**config.mk**
```make
export PLATFORM = sky130hd
export DESIGN_NAME = register_level1
export DESIGN_NICKNAME = d
export VERILOG_FILES = /design/src/rtl/register_level_pkg.sv /design/src/rtl/register_level1_array.sv /design/src/rtl/register_level1.sv
export SDC_FILE = /design/constraint.sdc
export NUM_CORES = 1
export LEC_CHECK = 0
export BUFFER_PORTS_ARGS = -buffer_cell sky130_fd_sc_hd__buf_2
export CAP_MARGIN = 20
export CORE_ASPECT_RATIO = 0.8
export CORE_MARGIN = 4
export CORE_UTILIZATION = 40
export DETAILED_ROUTE_END_ITERATION = 10
export PLACE_DENSITY = 0.57
export SYNTH_ARGS = -nofsm -noshare
export SYNTH_HDL_FRONTEND = slang
export SYNTH_HIERARCHICAL = 1
export SYNTH_SLANG_ARGS = --single-unit
```
**constraint.sdc**
```tcl
create_clock -name clk -period 6.9 [get_ports clk]
set_input_delay 0.69 -clock clk [delete_from_list [all_inputs] [get_ports clk]]
set_output_delay 0.69 -clock clk [all_outputs]
set_load 0.005 [all_outputs]
```
**src/rtl/register_level_pkg.sv**
```systemverilog
// Shared types and helpers for the level-1 register storage block.
// Holds the sweep FSM states, the field merge and address sizing.
package register_level_pkg;

    typedef enum logic {
        IDLE  = 1'b0,
        CLEAR = 1'b1
    } state_t;

    // Widest entry the merge helper handles; callers zero-extend and truncate.
    localparam int MERGE_W = 1024;

    // Bits set in bit_mask take new_v, the rest keep old_v.
    function automatic logic [MERGE_W-1:0] field_merge(
        input logic [MERGE_W-1:0] old_v,
        input logic [MERGE_W-1:0] new_v,
        input logic [MERGE_W-1:0] bit_mask
    );
        return (old_v & ~bit_mask) | (new_v & bit_mask);
    endfunction

    // Smallest address width able to index depth entries.
    function automatic int min_addr_w(input int depth);
        int w;
        w = 1;
        for (int i = 1; i < 31; i++) begin
            if ((1 << i) < depth) begin
                w = i + 1;
            end
        end
        return w;
    endfunction

endpackage

```
**src/rtl/register_level1_array.sv**
```systemverilog
// 1W1R flop storage with per-field write mask.
// No reset: the top-level clear sweep zeroes the contents.
module register_level1_array
    import register_level_pkg::*;
#(
    parameter int NUM_FIELDS = 3,
    parameter int FIELD_W    = 16,
    parameter int DEPTH      = 10,
    parameter int ADDR_W     = 4
) (
    input  logic                          clk,
    input  logic                          we,
    input  logic [ADDR_W-1:0]             waddr,
    input  logic [NUM_FIELDS-1:0]         wmask,
    input  logic [NUM_FIELDS*FIELD_W-1:0] wdata,
    input  logic [ADDR_W-1:0]             raddr,
    output logic [NUM_FIELDS*FIELD_W-1:0] rdata
);

    localparam int DATA_W = NUM_FIELDS * FIELD_W;

    logic [DATA_W-1:0] mem [DEPTH];
    logic [DATA_W-1:0] bit_mask;

    for (genvar i = 0; i < NUM_FIELDS; i++) begin : g_mask
        assign bit_mask[i*FIELD_W +: FIELD_W] = {FIELD_W{wmask[i]}};
    end

    // Merge the enabled fields into the addressed entry.
    always_ff @(posedge clk) begin
        if (we) begin
            mem[waddr] <= DATA_W'(field_merge(MERGE_W'(mem[waddr]),
                                              MERGE_W'(wdata),
                                              MERGE_W'(bit_mask)));
        end
    end

    assign rdata = mem[raddr];

endmodule

```
**src/rtl/register_level1.sv**
```systemverilog
// Level-1 register storage: masked writes, pipelined reads with bypass,
// range checking and a hardware clear sweep.
module register_level1
    import register_level_pkg::*;
#(
    parameter int NUM_FIELDS = 3,
    parameter int FIELD_W    = 16,
    parameter int DEPTH      = 10,
    parameter int ADDR_W     = 4,
    parameter int OUT_REG    = 0
) (
    input  logic                          clk,
    input  logic                          rst,
    input  logic                          clr_req,
    output logic                          busy,
    input  logic                          wr_en,
    input  logic [ADDR_W-1:0]             wr_addr,
    input  logic [NUM_FIELDS-1:0]         wr_mask,
    input  logic [NUM_FIELDS*FIELD_W-1:0] wr_data,
    output logic                          wr_err,
    input  logic                          rd_en,
    input  logic [ADDR_W-1:0]             rd_addr,
    output logic                          rd_valid,
    output logic [NUM_FIELDS*FIELD_W-1:0] rd_data,
    output logic                          rd_err
);

    localparam int DATA_W = NUM_FIELDS * FIELD_W;
    localparam logic [ADDR_W:0]   DEPTH_C = (ADDR_W+1)'(DEPTH);
    localparam logic [ADDR_W-1:0] LAST_C  = ADDR_W'(DEPTH - 1);

    if (ADDR_W < min_addr_w(DEPTH)) begin : g_addr_chk
        $error("ADDR_W too small for DEPTH");
    end
    if (DEPTH < 2) begin : g_depth_chk
        $error("DEPTH must be at least 2");
    end
    if (DATA_W > MERGE_W) begin : g_width_chk
        $error("entry wider than merge helper");
    end

    state_t            state_q, state_n;
    logic [ADDR_W-1:0] ptr_q, ptr_n;
    logic              idle;

    logic              wr_ok, rd_ok;
    logic              wr_go, wr_bad, rd_go, hit;
    logic [DATA_W-1:0] bit_mask;
    logic [DATA_W-1:0] rd_word;

    logic                  arr_we;
    logic [ADDR_W-1:0]     arr_waddr;
    logic [NUM_FIELDS-1:0] arr_wmask;
    logic [DATA_W-1:0]     arr_wdata;
    logic [DATA_W-1:0]     arr_rdata;

    logic              v1, e1;
    logic [DATA_W-1:0] d1;

    assign idle = (state_q == IDLE);
    assign busy = ~idle;

    // Sweep state register; reset starts a fresh sweep from entry 0.
    always_ff @(posedge clk) begin
        if (rst) begin
            state_q <= CLEAR;
            ptr_q   <= '0;
        end else begin
            state_q <= state_n;
            ptr_q   <= ptr_n;
        end
    end

    // Next sweep state: one entry zeroed per cycle until the last one.
    always_comb begin
        state_n = state_q;
        ptr_n   = ptr_q;
        unique case (state_q)
            IDLE: begin
                if (clr_req) begin
                    state_n = CLEAR;
                    ptr_n   = '0;
                end
            end
            CLEAR: begin
                ptr_n = ptr_q + 1'b1;
                if (ptr_q == LAST_C) begin
                    state_n = IDLE;
                    ptr_n   = '0;
                end
            end
            default: begin
                state_n = CLEAR;
                ptr_n   = '0;
            end
        endcase
    end

    assign wr_ok  = ({1'b0, wr_addr} < DEPTH_C);
    assign rd_ok  = ({1'b0, rd_addr} < DEPTH_C);
    assign wr_go  = idle & wr_en & wr_ok;
    assign wr_bad = idle & wr_en & ~wr_ok;
    assign rd_go  = idle & rd_en;
    assign hit    = wr_go & rd_ok & (wr_addr == rd_addr);

    for (genvar i = 0; i < NUM_FIELDS; i++) begin : g_mask
        assign bit_mask[i*FIELD_W +: FIELD_W] = {FIELD_W{wr_mask[i]}};
    end

    // Array write port: the sweep owns it while busy.
    always_comb begin
        arr_we    = wr_go;
        arr_waddr = wr_addr;
        arr_wmask = wr_mask;
        arr_wdata = wr_data;
        if (busy) begin
            arr_we    = 1'b1;
            arr_waddr = ptr_q;
            arr_wmask = '1;
            arr_wdata = '0;
        end
    end

    register_level1_array #(
        .NUM_FIELDS (NUM_FIELDS),
        .FIELD_W    (FIELD_W),
        .DEPTH      (DEPTH),
        .ADDR_W     (ADDR_W)
    ) u_array (
        .clk   (clk),
        .we    (arr_we),
        .waddr (arr_waddr),
        .wmask (arr_wmask),
        .wdata (arr_wdata),
        .raddr (rd_addr),
        .rdata (arr_rdata)
    );

    // Read word: zero when out of range, merged with a same-address write.
    always_comb begin
        rd_word = '0;
        if (rd_ok) begin
            if (hit) begin
                rd_word = DATA_W'(field_merge(MERGE_W'(arr_rdata),
                                              MERGE_W'(wr_data),
                                              MERGE_W'(bit_mask)));
            end else begin
                rd_word = arr_rdata;
            end
        end
    end

    // First read stage and write error pulse; data holds between reads.
    always_ff @(posedge clk) begin
        if (rst) begin
            v1     <= 1'b0;
            d1     <= '0;
            e1     <= 1'b0;
            wr_err <= 1'b0;
        end else begin
            v1     <= rd_go;
            wr_err <= wr_bad;
            if (rd_go) begin
                d1 <= rd_word;
                e1 <= ~rd_ok;
            end
        end
    end

    if (OUT_REG != 0) begin : g_oreg
        logic              v2, e2;
        logic [DATA_W-1:0] d2;

        // Optional second read stage for timing relief.
        always_ff @(posedge clk) begin
            if (rst) begin
                v2 <= 1'b0;
                d2 <= '0;
                e2 <= 1'b0;
            end else begin
                v2 <= v1;
                if (v1) begin
                    d2 <= d1;
                    e2 <= e1;
                end
            end
        end

        assign rd_valid = v2;
        assign rd_data  = d2;
        assign rd_err   = e2;
    end else begin : g_noreg
        assign rd_valid = v1;
        assign rd_data  = d1;
        assign rd_err   = e1;
    end

endmodule
```
==> key figures <==
Run status
  • Status: completed

Place
  • HPWL Detailed: 45,300 microns
  • Area post-placement: 27,100 sq um
  • GPL Wtd Cong: between 0.8 and 0.9
  • PortBufs: 115

Clock network
  • Clock transition at path regs: 0.06 ns
  • Root Buffer: clkbuf_16
  • CTS Buffer Depth: 3
  • Clock Sinks: around 540
  • Post-CTS Resized: 0
  • Setup bufs post-CTS: 0
  • Cts hold-fix bufs: 0
  • H-Tree Depth: 2
  • CTS tree: yes
  • Total CTS buffers: between 50 and 60
  • Worst-Skew Late Latency: 0.62 ns

Floorplanning
  • Die H: about 240 microns
  • Total Die Area: 68,900 sq um
  • Site Rows: 83
  • I/O pin count: 116
  • Core area: about 64,000 sq um
  • DIE WIDTH: slightly below 300 microns
  • Initial Util: 40.3%

Critical path
  • Crit-path max FO: 37
  • WP data arrival: ~4.7 ns
  • Setup crit end kind: register
  • Critical Path RT: 7.20 ns
  • Startpoint Class: register
  • Crit Path Category: register to register

Routing
  • First DRT Iteration DRCs: 1,995
  • Post-DR vias/cell: 6.24
  • Routed WL per cell: 29.0 microns
  • # DRC: 0
  • Post-route ant nets: 0
  • Vias: around 17,000
  • WL final: around 81,000 microns
  • First drt pass iteration count: 5

Synth
  • EDFF count, synth: 480
  • Post-synth top area share: 55.7%
  • Post-synthesis cell area: 25,900 sq um
  • Commonest cells post-synth: 480 x edfxtp_1, 152 x nand2_1, 147 x mux2i_1
  • Seq cells post-synth: 536
  • Synth Flop Type: edfxtp_1
  • Sequential fraction of the synthesis area: 60.0%
  • Ys async rst share: 0%
  • Count leader, synth: edfxtp_1
  • Area leader, netlist: edfxtp_1
  • Syn nets: 1,898
  • Library cells used by synthesis: 54
  • Warnings from Yosys: 6
  • Top post-synthesis cells by area: edfxtp_1 56%, mux4_2 8.4%, mux2i_1 5.7%, dfxtp_1 4.3%, a22oi_1 2.8%
  • Gate Count Post-Synth: 1,832
  • Syn Area/Cell: 14.1 sq um

STA
  • RSZ-0062 raised after global routing: no
  • Least-Margin Pin Slew: 1.17 ns
  • Final setup vio count: 0
  • Fmax: about 230 MHz
  • Final hold violation count: 0
  • Relative slew slack: 22.3%
  • Crit path time final: 4.36 ns
  • Sum Neg Setup Slack: 0 ns
  • Skew final: 0.0155 ns
  • Final period util: 63.1%
  • Slew Limit Fails: 0

Global route
  • GRT Total Usage: 22.6%
  • Number of global-route vias before repair: approximately 17,000
  • First-pass GRT wire length: 117,000 microns
  • Initial antenna violation count: 3
  • Grt total ovfl: 0
  • Pin count of the biggest net entering global routing: about 140

Pwr
  • PwrDens: 258 nW/um^2
  • Leakage power figure: 9.64 nW
  • Maximum VDD drop: approximately 0.20 mV

Final layout
  • Reg area: 15,500 sq um
  • Layout cell share with drive strength beyond 1: between 10% and 20%
  • Area Growth Syn to Fin: 12.2%
  • Final net count: 1,944
  • Post-Layout Inst Area: 29,000 sq um
  • Multi-input gate area: approximately 9500 sq um
  • FILL cells: 5,693

Min path
  • Hold Path Class: input pin to register

Flow run
  • Max-Cap Viols: 0
worst max-delay path, cell delays in order, from the launching register on:
cell	delay (ns)
dfxtp_4	0.71
mux2_2	0.64
nor2_2	0.53
nand2_2	0.75
nor2_4	1.07
buf_12	0.31
report_power, final:
part / leakage [nW] / internal, mW / total, mW / switching, mW
combinational: 3.63 / 0.267 / 0.726 / 0.459
clock: 0.905 / 1.85 / 3.10 / 1.25
sequential: 5.10 / 3.61 / 3.67 / 0.0532
flip-flops by register name, summed over array words and instances, names as in the netlist:
name         flops
ptr_q            4
rd_data         48
u_array/mem    480
rd_err           1
busy             1
wr_err           1
rd_valid         1
cell type report:
cell class	count	share of cell area, %
multi-input cells	1123	32.8
repair buffers	155	3.45
well taps	850	3.66
clock inverters	26	1.16
flip-flops and latches	536	53.5
diodes	6	0.0517
clock buffers	77	5.27
inverters	6	0.0775
placed cells by master, fill, tap and decap left out, types with 4 or more instances in the layout:
| cell | n |
|---|---|
| nand2_1 | 150 |
| nand4_1 | 48 |
| buf_12 | 6 |
| mux4_2 | 96 |
| buf_2 | 113 |
| a21oi_1 | 49 |
| nor2_1 | 51 |
| clkinv_2 | 6 |
| mux2_1 | 47 |
| buf_4 | 33 |
| clkbuf_1 | 17 |
| mux2_2 | 4 |
| o32a_1 | 48 |
| diode_2 | 6 |
| inv_1 | 5 |
| clkbuf_16 | 57 |
| nor2_4 | 11 |
| mux2i_1 | 147 |
| a22oi_1 | 95 |
| edfxtp_1 | 480 |
| clkinv_1 | 8 |
| dfxtp_1 | 55 |
| o21ai_1 | 42 |
| nor3b_1 | 39 |
| nor2b_1 | 49 |
| o22ai_1 | 47 |
| nand2b_1 | 51 |
| o21ai_0 | 7 |
| o211ai_2 | 9 |
| nor3b_2 | 9 |
| o211ai_1 | 87 |
| bufinv_16 | 8 |
path summary, 6_finish.rpt:
kind                            startpoint                          end  slack, ns  depth (start not counted)
setup / recovery           busy$_SDFF_PP1_  u_array/mem[1][3]$_DFFE_PP_       2.54                          5
setup reg to reg           busy$_SDFF_PP1_  u_array/mem[1][3]$_DFFE_PP_       2.54                          5
hold reg to reg   rd_data[35]$_SDFFE_PP0P_     rd_data[35]$_SDFFE_PP0P_       0.47                          2
hold / removal                     clr_req              busy$_SDFF_PP1_       0.39                          3
through the flow:
step | instances | util, % | total power, mW | hold slack, ns | setup slack [ns]
after floorplan | 1832 | - | 4.21 | 0.461 | 1.82
after global placement | 2668 | 42.2 | 4.44 | 0.449 | 2.72
after detailed placement | 2669 | 42.3 | 4.45 | 0.452 | 2.58
after CTS | 2772 | 45.2 | 7.54 | 0.363 | 2.56
after global routing | 2773 | 45.2 | 7.73 | 0.417 | 2.44
final | 2779 | 45.3 | 7.49 | 0.392 | 2.54
logic make-up (layout without fill, tap and decap cells):
| family | after synthesis | in the layout | share of synthesized area, % |
|---|---|---|---|
| flops | 536 | 536 | 60.0 |
| mux | 295 | 295 | 16.3 |
| other cells | 0 | 6 | 0 |
| compound gates | 394 | 394 | 11.0 |
| simple gates | 429 | 429 | 8.81 |
| xor+xnor | 3 | 3 | 0.101 |
| fa+ha+maj | 2 | 2 | 0.0966 |
| buf+inv | 173 | 264 | 3.75 |
layer usage:
layer	part of all wire, %	GRT usage (%)	vias up
li1	-	-	7387
met1	43	33.4	8854
met2	44	33.8	969
met3	11	5.23	126
met4	2.3	5.86	2
met5	0.0087	0	-
(Power assumes the default switching activity.)
